$ cat config.mk
export PLATFORM = sky130hd
export DESIGN_NAME = mbox_cyc_arbiter
export DESIGN_NICKNAME = d
export VERILOG_FILES = /design/src/rtl/mbox_pkg.sv /design/src/rtl/mbox_rr_pick.sv /design/src/rtl/mbox_cyc_arbiter.sv
export SDC_FILE = /design/constraint.sdc
export NUM_CORES = 1
export LEC_CHECK = 0
export ABC_AREA = 1
export ABC_CLOCK_PERIOD_IN_PS = 1600
export BUFFER_PORTS_ARGS = -buffer_cell sky130_fd_sc_hd__clkbuf_2
export CAP_MARGIN = 20
export CORE_MARGIN = 5
export CORE_UTILIZATION = 52
export DETAILED_ROUTE_END_ITERATION = 10
export HOLD_SLACK_MARGIN = 0.06
export PLACE_DENSITY = 0.8
export SETUP_SLACK_MARGIN = 0.02
export SYNTH_ARGS = -nofsm -noshare
export SYNTH_HDL_FRONTEND = slang
export SYNTH_HIERARCHICAL = 1
export SYNTH_SLANG_ARGS = --single-unit
$ cat constraint.sdc
create_clock -name clk -period 1.6 [get_ports clk]
set_input_delay 0.08 -clock clk [delete_from_list [all_inputs] [get_ports clk]]
set_output_delay 0.08 -clock clk [all_outputs]
set_load 0.05 [all_outputs]
$ cat src/rtl/mbox_pkg.sv
// Shared types and constants for the MBOX cycle arbiter.
//   tArbState     : arbiter state (idle, first cycle, busy, page-fail hold)
//   N_REQ_DEFAULT : default requester count
package mbox_pkg;

  localparam int unsigned N_REQ_DEFAULT = 4;

  typedef enum logic [1:0] {
    ARB_IDLE,
    ARB_T0,
    ARB_BUSY,
    ARB_HOLD
  } tArbState;

endpackage

$ cat src/rtl/mbox_rr_pick.sv
// Combinational rotating-base priority picker.
// Returns the first set bit of vec at or after base, wrapping N-1 -> 0.
//   vec  in  N   candidate vector
//   base in  IW  starting index of the search
//   any  out 1   at least one bit of vec is set
//   idx  out IW  index of the winner (0 when any is low)
module mbox_rr_pick #(
  parameter int unsigned N  = 4,
  parameter int unsigned IW = $clog2(N)
) (
  input  logic [N-1:0]  vec,
  input  logic [IW-1:0] base,
  output logic          any,
  output logic [IW-1:0] idx
);

  logic [IW-1:0] cand;
  logic          hit;

  always_comb begin
    any  = |vec;
    idx  = '0;
    hit  = 1'b0;
    cand = '0;
    for (int unsigned i = 0; i < N; i++) begin
      cand = IW'((32'(base) + i) % N);
      if (!hit && vec[cand]) begin
        idx = cand;
        hit = 1'b1;
      end
    end
  end

endmodule

$ cat src/rtl/mbox_cyc_arbiter.sv
// MBOX memory-cycle arbiter. Grants one requester at a time: urgent class in fixed priority,
// normal class fixed or round-robin. The grant is held through retry and page-fail hold and is
// dropped on cycle completion or watchdog expiry.
//   clk, rst_n  clock, asynchronous active-low reset
//   req         per-source cycle request (sampled in idle only)
//   urgent      per-source urgent class qualifier
//   cyc_done    sequencer finished the granted cycle
//   retry       restart the granted cycle
//   pf_hold     page-fail hold, freezes the cycle and the watchdog
//   grant       registered one-hot grant
//   grant_idx   index of the grant, valid while cyc_active
//   cyc_t0      high on the first cycle of every granted or retried cycle
//   cyc_active  a grant is outstanding
//   to_err      one-cycle pulse on watchdog expiry
//   to_idx      sticky index of the last timed-out source
module mbox_cyc_arbiter
  import mbox_pkg::*;
#(
  parameter int unsigned N_REQ   = N_REQ_DEFAULT,
  parameter int unsigned RR_MODE = 1,
  parameter int unsigned TO_W    = 6,
  parameter int unsigned IW      = $clog2(N_REQ)
) (
  input  logic             clk,
  input  logic             rst_n,
  input  logic [N_REQ-1:0] req,
  input  logic [N_REQ-1:0] urgent,
  input  logic             cyc_done,
  input  logic             retry,
  input  logic             pf_hold,
  output logic [N_REQ-1:0] grant,
  output logic [IW-1:0]    grant_idx,
  output logic             cyc_t0,
  output logic             cyc_active,
  output logic             to_err,
  output logic [IW-1:0]    to_idx
);

  // Last BUSY count before expiry; the cycle that would reach 2**TO_W-1 is the expiry cycle.
  localparam logic [TO_W-1:0] WdogLast = {{(TO_W-1){1'b1}}, 1'b0};
  localparam logic [IW-1:0]   IdxMax   = IW'(N_REQ - 1);

  tArbState         state_q, state_d;
  logic [N_REQ-1:0] grant_q, grant_d;
  logic [IW-1:0]    idx_q, idx_d;
  logic [IW-1:0]    rr_q, rr_d;
  logic [IW-1:0]    to_idx_q, to_idx_d;
  logic             urg_q, urg_d;
  logic             to_err_q, to_err_d;
  logic [TO_W-1:0]  wdog_q, wdog_d;
  logic             leave;

  logic             urg_any, norm_any;
  logic [IW-1:0]    urg_idx, norm_idx, norm_base;

  assign norm_base = (RR_MODE != 0) ? rr_q : '0;

  mbox_rr_pick #(
    .N  (N_REQ),
    .IW (IW)
  ) u_pick_urg (
    .vec  (req & urgent),
    .base ('0),
    .any  (urg_any),
    .idx  (urg_idx)
  );

  mbox_rr_pick #(
    .N  (N_REQ),
    .IW (IW)
  ) u_pick_norm (
    .vec  (req & ~urgent),
    .base (norm_base),
    .any  (norm_any),
    .idx  (norm_idx)
  );

  always_comb begin
    state_d  = state_q;
    grant_d  = grant_q;
    idx_d    = idx_q;
    rr_d     = rr_q;
    urg_d    = urg_q;
    to_err_d = 1'b0;
    to_idx_d = to_idx_q;
    wdog_d   = wdog_q;
    leave    = 1'b0;

    unique case (state_q)
      ARB_IDLE: begin
        if (urg_any || norm_any) begin
          state_d = ARB_T0;
          urg_d   = urg_any;
          idx_d   = urg_any ? urg_idx : norm_idx;
          grant_d = {{(N_REQ-1){1'b0}}, 1'b1} << idx_d;
          wdog_d  = '0;
        end
      end
      ARB_T0, ARB_BUSY: begin
        if (pf_hold) begin
          state_d = ARB_HOLD;
        end else if (retry) begin
          state_d = ARB_T0;
          wdog_d  = '0;
        end else if (cyc_done) begin
          leave = 1'b1;
        end else if (state_q == ARB_T0) begin
          state_d = ARB_BUSY;
          wdog_d  = '0;
        end else if (wdog_q == WdogLast) begin
          leave    = 1'b1;
          to_err_d = 1'b1;
          to_idx_d = idx_q;
        end else begin
          wdog_d = wdog_q + 1'b1;
        end
      end
      ARB_HOLD: begin
        if (!pf_hold) begin
          state_d = ARB_BUSY;
        end
      end
      default: state_d = ARB_IDLE;
    endcase

    if (leave) begin
      state_d = ARB_IDLE;
      grant_d = '0;
      // Only normal-class grants advance the round-robin pointer.
      if (!urg_q) begin
        rr_d = (idx_q == IdxMax) ? '0 : idx_q + 1'b1;
      end
    end
  end

  always_ff @(posedge clk or negedge rst_n) begin
    if (!rst_n) begin
      state_q  <= ARB_IDLE;
      grant_q  <= '0;
      idx_q    <= '0;
      rr_q     <= '0;
      urg_q    <= 1'b0;
      to_err_q <= 1'b0;
      to_idx_q <= '0;
      wdog_q   <= '0;
    end else begin
      state_q  <= state_d;
      grant_q  <= grant_d;
      idx_q    <= idx_d;
      rr_q     <= rr_d;
      urg_q    <= urg_d;
      to_err_q <= to_err_d;
      to_idx_q <= to_idx_d;
      wdog_q   <= wdog_d;
    end
  end

  assign grant      = grant_q;
  assign grant_idx  = idx_q;
  assign cyc_t0     = (state_q == ARB_T0);
  assign cyc_active = (state_q != ARB_IDLE);
  assign to_err     = to_err_q;
  assign to_idx     = to_idx_q;

endmodule

==> impl_metrics.toml <==
[outcome]
status = "finished, violations left"
violations = "setup timing"

[timing]
maxSlewHeadroom_pct = 66.26
hold_viol_final = 0
finalCritPeriodShare_pct = 111.0
tightest_slew_ps = 506.2
slew_violations = 0
finalSetupTns_ps = -853.5
max_freq_mhz = 562.9
final-setup-viol-count = 6
layout_setup_ws_ps = -176.7
min_period_ps = 1777
grt_setup_unrepaired = "yes"
fin_skew_ps = 3.302

[cts]
cts_tree = "built"
clk_latency_ps = 320
cts_root_buf = "clkbuf_4"
clk_pin_slew_worst_paths_ps = 120
htree_levels = 1
cts.sinks = 20
cts_buffer_depth = 2
numCtsBuffers = 3

[finish]
layout.cells.non_filler = 395
seqCellArea_um2 = 504.2
area_growth_pct = 36.77
multi_input_area_mm2 = 0.001279
final_cell_area_mm2 = 0.002476
n_fill_cell = 286
diodes = 0
fin_nets = 369
drive_above_1_share_pct = 43.27

[place]
gp_routability_congestion = 0.8472
post_dp_cell_area_mm2 = 0.002171
place_inst = 379
hpwlAfterDp_mm = 3.197
portBuffers = 23

[detailed_routing]
drt-initial-drc-count = 125
wl_per_cell_um = 11.62
antenna_left = 0
vias = 1909
viasPerCell = 4.833
drc = 0
drtPass1Iterations = 6
routed_wl_mm = 4.591

[global_route]
globalRoute.totalOverflow = 0
grt_antenna_before_repair = 0
grtUsageTotal_pct = 18.15
grt_pass1_vias = 1809
grt_max_degree = 21
grt_pass1_wl_mm = 7.493

[yosys]
avgSynthCellArea_um2 = 6.330
synth_top_area_cell = "dfrtp_1"
yosysSeqAreaShare_pct = 27.64
synth.area.top_cells = "dfrtp_1 28%, nand2_1 18%, nand2_2 9.0%"
ys_types = 26
synth_top_area_share_pct = 27.64
syn_inst = 286
yosys_warnings = 6
synth_area_mm2 = 0.001810
ys_ff_latch = 20

[critical_path]
crit_arrival_ps = 2050
end_kind = "flip-flop"
cpPeakStageDelay_ps = 450
worstPathMaxFanout = 7
worst_path_max_delay_cell = "dfrtp_2"
worstSetupPathType = "reg2reg"
crit_top_cell = "nand2_1"
cp_data_required_time_ps = 1870
cp-start-kind = "flip-flop"
crit_chain = "buf_6 -> clkinv_8 -> nand2_1 -> nand2_2 -> nand2_2 -> nand2_4 -> nor2_4 -> nand2_1 -> nand3_1 -> nand2_1 -> o21ai_2 -> or2_4 -> o21ai_2 -> nand2_1 -> inv_1"

[min_path]
min_path_type = "in2reg"

[power]
power_leakage_nw = 1.362
peakVddDrop_mv = 1.235
p_per_area_mw_per_mm2 = 1697

[die]
io_pins = 24
die_area_mm2 = 0.004762
die_h_um = 69.01
row_count = 21
die_w_um = 69.01
start_util_pct = 53.83
core-area_mm2 = 0.003363

[job]
maxCapViolCount = 0
[logic make-up after synthesis]
logic type	Yosys count	share of synthesized area, %
AND/OR/NAND/NOR	178	47.27
AO/OA/AOI/OAI	29	8.500
adder cells (fa/ha/maj)	6	4.146
other	1	0.2071
buffers and inverters	52	12.23
flip-flops	20	27.64
[worst paths after layout]
check	start	cells past startpoint	end	slack [ps]
setup / recovery	norm_base[0]	15	grant[3]	-180
hold / removal	retry	4	wdog_q[4]	100
hold reg to reg	to_idx[1]	2	to_idx[1]	500
max in group asynchronous	rst_n	2	norm_base[0]	980
setup reg to reg	norm_base[0]	15	grant[3]	-180
min in group asynchronous	rst_n	2	wdog_q[2]	250
[cells in the final DEF, fill, tap and decap left out, drive strengths merged, types with 2 or more instances in the layout]
cell type and n:
nand2 117, inv 48, buf 33, clkbuf 27, nor2 27, nand3 25
o21ai 25, dfrtp 20, conb 6, ha 6, nand4 3, nor3 3
nand3b 2, a31oi 2
[critical path, delay by kind of cell, from the launching register on]
kind	cells	cell delay [ps]
compound gates	2	190
buf+inv	3	240
flops	1	450
simple gates	10	850
[sequential cells by signal (all words and copies together), names as in the netlist]
signal,cells
to_err,1
grant_idx,2
norm_base,2
grant,4
to_idx,2
urg_q,1
wdog_q,6
state_q,2
[synth_stat cells]
cell	n
a21oi_1	1
a31oi_1	2
buf_6	2
clkbuf_2	1
conb_1	1
dfrtp_1	20
ha_1	6
inv_1	37
inv_2	10
inv_6	2
nand2_1	88
nand2_2	26
nand2_4	3
nand3_1	24
nand3_2	1
nand3b_1	2
nand4_1	3
nor2_1	20
nor2_2	2
nor2_4	5
nor3_1	3
o211ai_1	1
o21ai_0	12
o21ai_1	12
o21ai_2	1
or2_1	1
[through the flow]
| step | util (%) | total power, mW | setup WS (ps) | hold WS [ps] |
|---|---|---|---|---|
| global placement | 64.55 | 3.213 | -153.9 | 78.43 |
| finish | 73.62 | 4.203 | -176.7 | 101.6 |
| CTS | 68.45 | 3.782 | -166.7 | 113.2 |
| detailed placement | 64.55 | 3.253 | -231.7 | 77.17 |
| floorplan | - | 2.475 | -21.04 | -215.6 |
| global route | 73.62 | 4.520 | -266.7 | 115.1 |
[layout make-up]
cell class,count,share of cell area (%)
Timing Repair Buffer,57,15.87
Tap cell,46,2.324
Multi-Input combinational cell,219,51.64
Clock buffer,4,1.465
Sequential cell,20,20.36
Inverter,49,8.338
[metal layers]
layer  track usage [%]  up-vias  part of all wire [%]
met5                 0        -                     0
met3             2.616        7                   4.0
li1                  -     1003                     -
met4             5.640        0                   1.5
met2             32.10       44                    51
met1             22.59      855                    43
[where the power goes]
| part | switching [mW] | internal [mW] | total (mW) |
|---|---|---|---|
| logic | 1.83 | 1.26 | 3.09 |
| clock network | 0.170 | 0.139 | 0.309 |
| registers | 0.147 | 0.658 | 0.804 |
| total | 2.15 | 2.06 | 4.20 |
[what timing repair did]
item                                    CTS  global route
hold buffers                              1             0
gates resized for setup                  17            42
setup buffers                             5             6
endpoints found under the setup margin   15            18
pin swaps                                 2            14
hold endpoints to repair                 20             0
Power figures use the tool's default switching activity.
